### config.mk
export PLATFORM = sky130hd
export DESIGN_NAME = debug_monitor_flat
export DESIGN_NICKNAME = d
export VERILOG_FILES = /design/src/rtl/debug_monitor_if.sv /design/src/rtl/debug_monitor.sv /design/src/flat_wrapper.sv
export SDC_FILE = /design/constraint.sdc
export NUM_CORES = 1
export LEC_CHECK = 0
export CORE_MARGIN = 8
export CORE_UTILIZATION = 52
export CTS_CLUSTER_SIZE = 8
export DETAILED_ROUTE_END_ITERATION = 10
export PLACE_DENSITY_LB_ADDON = 0.12
export SLEW_MARGIN = 40
export SYNTH_ARGS = -nofsm -noshare
export SYNTH_HDL_FRONTEND = slang
export SYNTH_SLANG_ARGS = --single-unit
### constraint.sdc
create_clock -name clk_i -period 8.3 [get_ports clk_i]
set_clock_uncertainty 0.05 [all_clocks]
set_input_delay 2.075 -clock clk_i [delete_from_list [all_inputs] [get_ports clk_i]]
set_output_delay 2.075 -clock clk_i [all_outputs]
set_load 0.005 [all_outputs]
### src/rtl/debug_monitor_if.sv
// UART byte link between debug_monitor (master side) and the UART rx/tx pair (slave side).
// rx_complete_i and tx_start_o are single-cycle strobes that qualify their byte; tx_complete_i
// is the transmitter's one-cycle "ready for next byte" reply and is only honoured while waiting.
interface debug_monitor_if;
   logic [7:0] rx_byte_i;
   logic       rx_complete_i;
   logic [7:0] tx_byte_o;
   logic       tx_start_o;
   logic       tx_complete_i;

   modport master (
      input  rx_byte_i,
      input  rx_complete_i,
      input  tx_complete_i,
      output tx_byte_o,
      output tx_start_o
   );

   modport slave (
      output rx_byte_i,
      output rx_complete_i,
      output tx_complete_i,
      input  tx_byte_o,
      input  tx_start_o
   );
endinterface

### src/rtl/debug_monitor.sv
// UART debug controller for RangerRisc: CPU clock/reset control, burst stepping and status dump.
// Define DBG_CHECKSUM_EN to append an XOR checksum byte to every status dump.
module debug_monitor #(
   parameter int STATUS_WORDS = 8,
   parameter int WORD_WIDTH   = 32,
   parameter int RESET_HOLD   = 16,
   parameter int STEP_BURST   = 256,
   parameter int HALF_DIV     = 1
) (
   input  logic                                 clk_i,
   input  logic                                 reset_i,
   debug_monitor_if.master                      uart,
   input  logic [STATUS_WORDS*WORD_WIDTH-1:0]   status_i,
   input  logic                                 halt_i,
   output logic                                 cpu_clk_o,
   output logic                                 cpu_reset_n_o,
   output logic [7:0]                           last_cmd_o,
   output logic                                 busy_o,
   output logic                                 rx_drop_o,
   output logic [3:0]                           state_o
);
   localparam int NBYTES = STATUS_WORDS * WORD_WIDTH / 8;
`ifdef DBG_CHECKSUM_EN
   localparam int DUMP_LEN = NBYTES + 1;
`else
   localparam int DUMP_LEN = NBYTES;
`endif
   localparam int IDX_W  = (DUMP_LEN > 1) ? $clog2(DUMP_LEN) : 1;
   localparam int HOLD_W = $clog2(RESET_HOLD);
   localparam int EDGE_W = $clog2(STEP_BURST + 1);
   localparam int DIV_W  = (HALF_DIV > 1) ? $clog2(HALF_DIV) : 1;

   localparam logic [IDX_W-1:0]  IDX_LAST  = IDX_W'(DUMP_LEN - 1);
   localparam logic [HOLD_W-1:0] HOLD_LAST = HOLD_W'(RESET_HOLD - 1);
   localparam logic [EDGE_W-1:0] EDGE_ALL  = EDGE_W'(STEP_BURST);
   localparam logic [DIV_W-1:0]  DIV_LAST  = DIV_W'(HALF_DIV - 1);

   localparam logic [3:0] BOOT_HOLD = 4'd0;
   localparam logic [3:0] IDLE      = 4'd1;
   localparam logic [3:0] RST_HOLD  = 4'd2;
   localparam logic [3:0] PULSE     = 4'd3;
   localparam logic [3:0] BURST     = 4'd4;
   localparam logic [3:0] ACK_SEND  = 4'd5;
   localparam logic [3:0] ACK_WAIT  = 4'd6;
   localparam logic [3:0] STAT_LOAD = 4'd7;
   localparam logic [3:0] STAT_SEND = 4'd8;
   localparam logic [3:0] STAT_WAIT = 4'd9;

   logic [3:0]        state_q;
   logic [HOLD_W-1:0] hold_cnt;
   logic [EDGE_W-1:0] edge_cnt;
   logic [DIV_W-1:0]  div_cnt;
   logic [IDX_W-1:0]  byte_idx;
   logic [1:0]        ack_idx;
   logic [7:0]        ack_c1, ack_c2, ack_byte, snap_byte;
   logic [7:0]        tx_byte_q, last_cmd_q;
   logic              tx_start_q, cpu_clk_q, cpu_rst_n_q, rx_drop_q;
   logic [7:0]        snap_q [NBYTES];

   // Snapshot is pure data; it is only read after a STAT_LOAD cycle has filled it.
   always_ff @(posedge clk_i) begin
      if (state_q == STAT_LOAD) begin
         for (int b = 0; b < NBYTES; b++) snap_q[b] <= status_i[b*8 +: 8];
      end
   end

   always_comb begin
      snap_byte = 8'h00;
      for (int b = 0; b < NBYTES; b++) begin
         if (byte_idx == IDX_W'(b)) snap_byte = snap_q[b];
      end
`ifdef DBG_CHECKSUM_EN
      if (byte_idx == IDX_W'(NBYTES)) begin
         for (int b = 0; b < NBYTES; b++) snap_byte = snap_byte ^ snap_q[b];
      end
`endif
   end

   always_comb begin
      case (ack_idx)
         2'd0:    ack_byte = ack_c1;
         2'd1:    ack_byte = ack_c2;
         2'd2:    ack_byte = 8'h0D;
         default: ack_byte = 8'h0A;
      endcase
   end

   always_ff @(posedge clk_i or posedge reset_i) begin
      if (reset_i) begin
         state_q     <= BOOT_HOLD;
         hold_cnt    <= '0;
         edge_cnt    <= '0;
         div_cnt     <= '0;
         byte_idx    <= '0;
         ack_idx     <= 2'd0;
         ack_c1      <= 8'h00;
         ack_c2      <= 8'h00;
         tx_byte_q   <= 8'h00;
         tx_start_q  <= 1'b0;
         cpu_clk_q   <= 1'b0;
         cpu_rst_n_q <= 1'b0;
         last_cmd_q  <= 8'h00;
         rx_drop_q   <= 1'b0;
      end else begin
         tx_start_q <= 1'b0;
         if (uart.rx_complete_i && state_q != IDLE) rx_drop_q <= 1'b1;
         case (state_q)
            BOOT_HOLD, RST_HOLD: begin
               cpu_clk_q <= ~cpu_clk_q;
               if (hold_cnt == HOLD_LAST) begin
                  hold_cnt    <= '0;
                  cpu_rst_n_q <= 1'b1;
                  cpu_clk_q   <= 1'b0;
                  if (state_q == RST_HOLD) begin
                     ack_c1  <= 8'h52;
                     ack_c2  <= 8'h73;
                     ack_idx <= 2'd0;
                     state_q <= ACK_SEND;
                  end else begin
                     state_q <= IDLE;
                  end
               end else begin
                  hold_cnt <= hold_cnt + 1'b1;
               end
            end
            IDLE: begin
               if (uart.rx_complete_i) begin
                  last_cmd_q <= uart.rx_byte_i;
                  ack_idx    <= 2'd0;
                  state_q    <= ACK_SEND;
                  case (uart.rx_byte_i)
                     8'h72: begin
                        state_q     <= RST_HOLD;
                        hold_cnt    <= '0;
                        cpu_rst_n_q <= 1'b0;
                        cpu_clk_q   <= 1'b0;
                     end
                     8'h65: begin
                        cpu_rst_n_q <= ~cpu_rst_n_q;
                        ack_c1 <= 8'h52; ack_c2 <= 8'h61;
                     end
                     8'h7A: begin
                        cpu_clk_q <= 1'b1;
                        ack_c1 <= 8'h43; ack_c2 <= 8'h72;
                     end
                     8'h78: begin
                        cpu_clk_q <= 1'b0;
                        ack_c1 <= 8'h43; ack_c2 <= 8'h66;
                     end
                     8'h63: begin
                        cpu_clk_q <= 1'b1;
                        ack_c1 <= 8'h43; ack_c2 <= 8'h74;
                        state_q <= PULSE;
                     end
                     8'h6E: begin
                        cpu_clk_q <= 1'b0;
                        div_cnt   <= '0;
                        edge_cnt  <= '0;
                        state_q   <= BURST;
                     end
                     8'h73: state_q <= STAT_LOAD;
                     default: begin
                        ack_c1 <= 8'h4F; ack_c2 <= 8'h6B;
                     end
                  endcase
               end
            end
            PULSE: begin
               cpu_clk_q <= 1'b0;
               state_q   <= ACK_SEND;
            end
            // halt_i is only honoured at the end of a low phase, so cpu_clk_o always ends low.
            BURST: begin
               if (div_cnt != DIV_LAST) begin
                  div_cnt <= div_cnt + 1'b1;
               end else begin
                  div_cnt <= '0;
                  if (cpu_clk_q) begin
                     cpu_clk_q <= 1'b0;
                     if (edge_cnt == EDGE_ALL) begin
                        ack_c1 <= 8'h43; ack_c2 <= 8'h6E;
                        ack_idx <= 2'd0;
                        state_q <= ACK_SEND;
                     end
                  end else if (halt_i) begin
                     ack_c1 <= 8'h43; ack_c2 <= 8'h68;
                     ack_idx <= 2'd0;
                     state_q <= ACK_SEND;
                  end else begin
                     cpu_clk_q <= 1'b1;
                     edge_cnt  <= edge_cnt + 1'b1;
                  end
               end
            end
            ACK_SEND: begin
               tx_byte_q  <= ack_byte;
               tx_start_q <= 1'b1;
               state_q    <= ACK_WAIT;
            end
            ACK_WAIT: begin
               if (uart.tx_complete_i) begin
                  if (ack_idx == 2'd3) begin
                     state_q <= IDLE;
                  end else begin
                     ack_idx <= ack_idx + 1'b1;
                     state_q <= ACK_SEND;
                  end
               end
            end
            STAT_LOAD: begin
               byte_idx <= '0;
               state_q  <= STAT_SEND;
            end
            STAT_SEND: begin
               tx_byte_q  <= snap_byte;
               tx_start_q <= 1'b1;
               state_q    <= STAT_WAIT;
            end
            STAT_WAIT: begin
               if (uart.tx_complete_i) begin
                  if (byte_idx == IDX_LAST) begin
                     state_q <= IDLE;
                  end else begin
                     byte_idx <= byte_idx + 1'b1;
                     state_q  <= STAT_SEND;
                  end
               end
            end
            default: state_q <= IDLE;
         endcase
      end
   end

   assign uart.tx_byte_o  = tx_byte_q;
   assign uart.tx_start_o = tx_start_q;
   assign cpu_clk_o       = cpu_clk_q;
   assign cpu_reset_n_o   = cpu_rst_n_q;
   assign last_cmd_o      = last_cmd_q;
   assign rx_drop_o       = rx_drop_q;
   assign busy_o          = (state_q != IDLE);
   assign state_o         = state_q;
endmodule

### src/flat_wrapper.sv
// flat-port wrapper written by rule: the top's interface ports become plain ports
module debug_monitor_flat 
#(
   parameter int STATUS_WORDS = 8,
   parameter int WORD_WIDTH   = 32,
   parameter int RESET_HOLD   = 16,
   parameter int STEP_BURST   = 256,
   parameter int HALF_DIV     = 1
)
  (clk_i, reset_i, status_i, halt_i, cpu_clk_o, cpu_reset_n_o, last_cmd_o, busy_o, rx_drop_o, state_o, uart_rx_byte_i, uart_rx_complete_i, uart_tx_complete_i, uart_tx_byte_o, uart_tx_start_o);
  debug_monitor_if uart_i ();
  input  logic clk_i;
  input  logic reset_i;
  input  logic [STATUS_WORDS*WORD_WIDTH-1:0] status_i;
  input  logic halt_i;
  output logic cpu_clk_o;
  output logic cpu_reset_n_o;
  output logic [7:0] last_cmd_o;
  output logic busy_o;
  output logic rx_drop_o;
  output logic [3:0] state_o;
  input wire logic [$bits(uart_i.rx_byte_i)-1:0] uart_rx_byte_i;
  input wire logic [$bits(uart_i.rx_complete_i)-1:0] uart_rx_complete_i;
  input wire logic [$bits(uart_i.tx_complete_i)-1:0] uart_tx_complete_i;
  output wire logic [$bits(uart_i.tx_byte_o)-1:0] uart_tx_byte_o;
  output wire logic [$bits(uart_i.tx_start_o)-1:0] uart_tx_start_o;
  assign uart_i.rx_byte_i = uart_rx_byte_i;
  assign uart_i.rx_complete_i = uart_rx_complete_i;
  assign uart_i.tx_complete_i = uart_tx_complete_i;
  assign uart_tx_byte_o = uart_i.tx_byte_o;
  assign uart_tx_start_o = uart_i.tx_start_o;
  debug_monitor #(.STATUS_WORDS(STATUS_WORDS), .WORD_WIDTH(WORD_WIDTH), .RESET_HOLD(RESET_HOLD), .STEP_BURST(STEP_BURST), .HALF_DIV(HALF_DIV)) u_core (.clk_i(clk_i), .reset_i(reset_i), .uart(uart_i), .status_i(status_i), .halt_i(halt_i), .cpu_clk_o(cpu_clk_o), .cpu_reset_n_o(cpu_reset_n_o), .last_cmd_o(last_cmd_o), .busy_o(busy_o), .rx_drop_o(rx_drop_o), .state_o(state_o));
endmodule
Yosys cells after proc, flatten, opt, wreduce, memory -nomap -nowiden
Memory sizes are Yosys's and may differ from the RTL's. Index checks and enable logic that the tools add are counted.

Bits in registers: 61. RAM bits: 256. Bits of input ports: 269. Output and inout bits: 25. Word-level logic and storage cells: 225. Memories: 1.

$add $sub $neg: 5. Equality and inequality tests: 70. Multiplexer cells: 106. Bitwise operators: 2. Reductions and logical operators: 27.

Memories: u_core.snap_q (depth 32, width 8, read ports 32, clocked after memory_dff 0, write ports 32, RTL line debug_monitor.sv:58) `logic [7:0] snap_q [NBYTES];`.

Operators by type and width (count): 8-bit two-way mux (46); 8-bit case mux with 3 select lines (4); 5-bit == test, second input constant (16); 8-bit by 7-bit == test with 1-bit output, second input constant (7); 4-bit two-way mux (12); 9-bit two-way mux (5); 5-bit by 4-bit == test with 1-bit output, second input constant (8); 8-bit case mux with 5 select lines (1); 4-bit case mux with 9 select lines (1); 5-bit by 3-bit == test with 1-bit output, second input constant (4); 2-bit inequality test, second input constant (10); 2-bit two-way mux (9); 9-bit case mux with 2 select lines (1); 4-bit by 3-bit == test with 1-bit output, second input constant (4); 8-bit case mux with 2 select lines (1); 1-bit two-way mux (13); 4-bit == test, second input constant (3); 3-bit case mux with 4 select lines (1); 5-bit by 2-bit == test with 1-bit output, second input constant (2); 5-bit two-way mux (2); 5-bit case mux with 2 select lines (1); 9-bit by 1-bit adder with 9-bit output, second input constant (1); 9-bit == test, second input constant (1); 3-bit AND reduction (3); 35 further kinds (54).

Depth between registers and ports, before layout
Depth after elaboration: 34. Depth in mapped cells: 14. Depth with buffers taken out: 9.

Worst setup path after synthesis
Ideal clock, no wire load.

Kind: register to register. Start: register u_core.state_q[1], in the netlist u_core.state_o[1]. End: memory u_core.snap_q[0][0] (enable). Library setup time: 0.653 ns. Arrival time: 7.015 ns. Data required time: 7.597 ns. Setup slack: 0.582 ns. Stages on the path, launching flop included: 4. Path buffers: 2. Clock period less this slack: 7.718 ns. Cells stage by stage: dfrtp_1 buf_1 clkbuf_1 and3_1.

RTL lines: from (decl) (RTL line debug_monitor.sv:49) `logic [3:0] state_q;`; from (signal assigned) (RTL line debug_monitor.sv:90) `state_q <= BOOT_HOLD;`; from (signal assigned) (RTL line debug_monitor.sv:118) `state_q <= ACK_SEND;`; from (signal assigned) (RTL line debug_monitor.sv:120) `state_q <= IDLE;`; to (decl) (RTL line debug_monitor.sv:58).

Worst setup path in the final report
Start: register u_core.state_q[0], in the netlist u_core.state_o[0]. End: output busy_o.

Longest elaborated chain between the ends: 1.

Ends and longest elaborated chain: 4-bit by 1-bit inequality test with 1-bit output (RTL line debug_monitor.sv:240) `assign busy_o = (state_q != IDLE);`; to (decl) (RTL line flat_wrapper.sv:19) `output logic busy_o;`.

Every way passes these cells.

==> flow_summary_export.csv <==
group,metric,value,unit
pwr,vdd.ir_drop.worst,0.000160,V
clock_network,clk_pin_slew,0.05,ns
critical_path,crit_arrival,2.90,ns
routing,wl_per_cell,25.3,um
yosys,yosysWarnings,0,
yosys,synth.net_count,1466,
critical_path,crit_path_cell_trace,"nor4b_4 -> clkinv_1 -> clkdlybuf4s50_1",
sta,max_slew_margin,43.7,%
clock_network,ctsRootBufferMaster,"clkbuf_16",
cells_and_area,final_layout_size_suffix_gt1_share,6.78,%
die,core_area,27600,um2
placed_design,routabilityCongestion,0.909,
critical_path,r2r-start,"u_core.byte_idx[4]",
flow_run,max_cap_viol_count,0,
sta,final.setup.tns,0,ns
critical_path,crit_required,6.18,ns
placed_design,dp_hpwl,33500,um
clock_network,hold_buffers,0,
worst_hold_path,hold_class,"reg2reg",
yosys,synth_enable_flop_cells,256,
sta,worstMarginPinSlew,0.823,ns
sta,period_minus_slack,5.02,ns
clock_network,cts_htree_levels,2,
yosys,syn_area,14500,um2
pwr,pwr_density_cell,262,nW/um2
die,initial_core_util,52.5,%
clock_network,cts_buffer_depth,3,
die,io_pins,294,
global_routing,grt_max_degree,87,
routing,drc,0,
sta,maxSlewViolCount,0,
die,die_w,183,um
critical_path,critPathLaunchType,"flip-flop",
routing,drt_iter0_markers,1769,
routing,routed-via-count,11941,
critical_path,worst_setup_path_end_kind,"output port",
yosys,yosysSeqAreaShare,62.1,%
routing,first_pass_iters,5,
die,fp.dieH,183,um
sta,hold_viol,0,
sta,setup_viol,0,
critical_path,rr_worst_depth,8,
global_routing,grt_pass1_vias,12129,
global_routing,grt_pass1_wl,70900,um
critical_path,cp_max_fo,23,
global_routing,antenna_found_initial,3,
critical_path,slowest_stage,"dfrtp_1",
yosys,ys_async_sr_fraction,17.2,%
global_routing,grt_use_total,27.4,%
yosys,ys_seq_elements,309,
placed_design,port_buffers,293,
cells_and_area,area_growth,30.7,%
sta,timing.fmax,199,MHz
routing,drt-total-wl,46900,um
clock_network,cts_inserted_buffers,44,
yosys,yosys_most_used_dff,"edfxtp_1",
yosys,synth_cells,1184,
outcome,outcome,"finished, final reports clean",
die,die-area,33500,um2
clock_network,cts_resized,0,
clock_network,post_cts_buffers,0,
routing,ant_nets,0,
critical_path,worst-setup-path-type,"reg2out",
sta,fin_crit_sh,60.5,%
critical_path,rr_endpoint,"u_core.uart.tx_byte_o[1]",
cells_and_area,fill_cells,2053,
yosys,syn_area_per_cell,12.3,um2
critical_path,r2r_slack,4.54,ns
critical_path,critPathBufInv,2,
die,fp-row-count,61,
yosys,yosys.cell_types.count,86,
global_routing,grt.overflow.total,0,
worst_hold_path,holdPathStages,1,
critical_path,critPathTopFamily,"buffers and inverters",
worst_hold_path,hp-start,"u_core.rx_drop_o",
cells_and_area,final_util,68.7,%
pwr,power_leakage,6.57,nW
worst_hold_path,whs_endpoint,"u_core.rx_drop_o",
clock_network,insertion_delay,0.54,ns
cells_and_area,nNetsFinal,1743,
sta,rsz0062_at_grt,"false",
clock_network,cts_tree,"yes",
clock_network,clkSinkCount,309,
routing,routed_via_density,6.43,
critical_path,critical-path-max-stage-delay,0.78,ns
-- how the worst max path moves through the flow --
stage                                 start                  end  slack (ns)  cells after the start
after global placement    u_core.state_o[0]               busy_o        3.68                      3
final                     u_core.state_o[0]               busy_o        3.28                      3
after CTS                 u_core.state_o[0]               busy_o        3.02                      3
after floorplan           u_core.state_o[1]  u_core.snap_q[0][0]        0.58                      3
after detailed placement  u_core.state_o[0]               busy_o        3.58                      3
after global routing      u_core.state_o[0]               busy_o        3.12                      3
-- Yosys cell counts, types with 14 or more instances --
library cell / n / share of area (%)
edfxtp_1: 256 / 53
a31oi_1: 14 / 0.60
o211ai_1: 15 / 0.78
nand3_1: 24 / 0.83
dfrtp_1: 53 / 9.1
nand2b_1: 21 / 0.91
o22ai_1: 26 / 1.1
a221oi_1: 19 / 1.1
buf_2: 20 / 0.69
nor2_1: 83 / 2.1
nor2b_1: 14 / 0.60
nor3_1: 23 / 0.79
clkbuf_1: 53 / 1.4
a21oi_1: 75 / 2.6
nand2_1: 50 / 1.3
inv_1: 30 / 0.78
o21ai_0: 73 / 2.5
-- metrics by stage --
stage,area [um2],std cells,hold WS (ns),setup WS (ns),total power (W)
after floorplan,14500,1184,0.401,0.582,0.00291
after global placement,17700,1792,0.392,3.68,0.00334
final,19000,1857,0.437,3.28,0.00498
after detailed placement,17800,1793,0.399,3.58,0.00339
after global routing,19000,1857,0.450,3.12,0.00518
after CTS,19000,1854,0.433,3.02,0.00498
-- layout make-up --
type                            instances  area, um2  area share, %
Inverter                               32        120          0.633
Multi-Input combinational cell        764       5080           26.8
Sequential cell                       309       9020           47.5
Tap cell                              378        473           2.49
Clock buffer                           57       1150           6.06
Timing Repair Buffer                  310       3080           16.2
Clock inverter                          4       50.0          0.264
Antenna cell                            3       7.51         0.0396
-- layout by cell type, fill, tap and decap left out, types with 19 or more instances in the layout --
cell type / n
a21oi_1: 75
dfrtp_1: 50
nand3_1: 24
clkbuf_16: 44
edfxtp_1: 256
nor2_1: 83
nand2_1: 50
o22ai_1: 26
clkdlybuf4s50_1: 293
inv_1: 29
nor3_1: 23
a221oi_1: 19
nand2b_1: 21
o21ai_0: 73
-- worst reg2reg max path, delay by kind of cell, from the launching register on --
family                     cells  cell delay (ns)
AOI/OAI and AO/OA              4             1.45
buffers and inverters          2             0.97
adders and majority gates      1             0.56
DFF                            1             0.33
and+or+nand+nor                1             0.29
-- layer usage --
metal | track usage [%] | part of all wire, %
met1 | 35.3 | 38
met2 | 44.8 | 49
met3 | 5.64 | 9.8
met4 | 11.7 | 3.9
met5 | 0 | 0
-- power breakdown --
part	internal, W	total, W	switching [W]
clock network	0.000958	0.00159	0.000636
logic	0.000497	0.00115	0.000651
registers	0.00205	0.00224	0.000189
-- flip-flops by register name (all words and copies together), names as in the netlist, 2 cells and up --
register / cells
u_core.hold_cnt: 4
u_core.state_o: 4
u_core.ack_c2: 6
u_core.edge_cnt: 9
u_core.uart.tx_byte_o: 8
u_core.snap_q: 256
u_core.byte_idx: 5
u_core.ack_idx: 2
u_core.ack_c1: 3
u_core.last_cmd_o: 8
-- cells by family after synthesis --
family / share of synthesized area, %
flip-flops: 62.1
XOR/XNOR: 0.483
AO/OA/AOI/OAI: 16.5
adder cells (fa/ha/maj): 1.12
AND/OR/NAND/NOR: 15.2
multiplexers: 1.53
buffers and inverters: 3.10
Power figures use the tool's default switching activity.
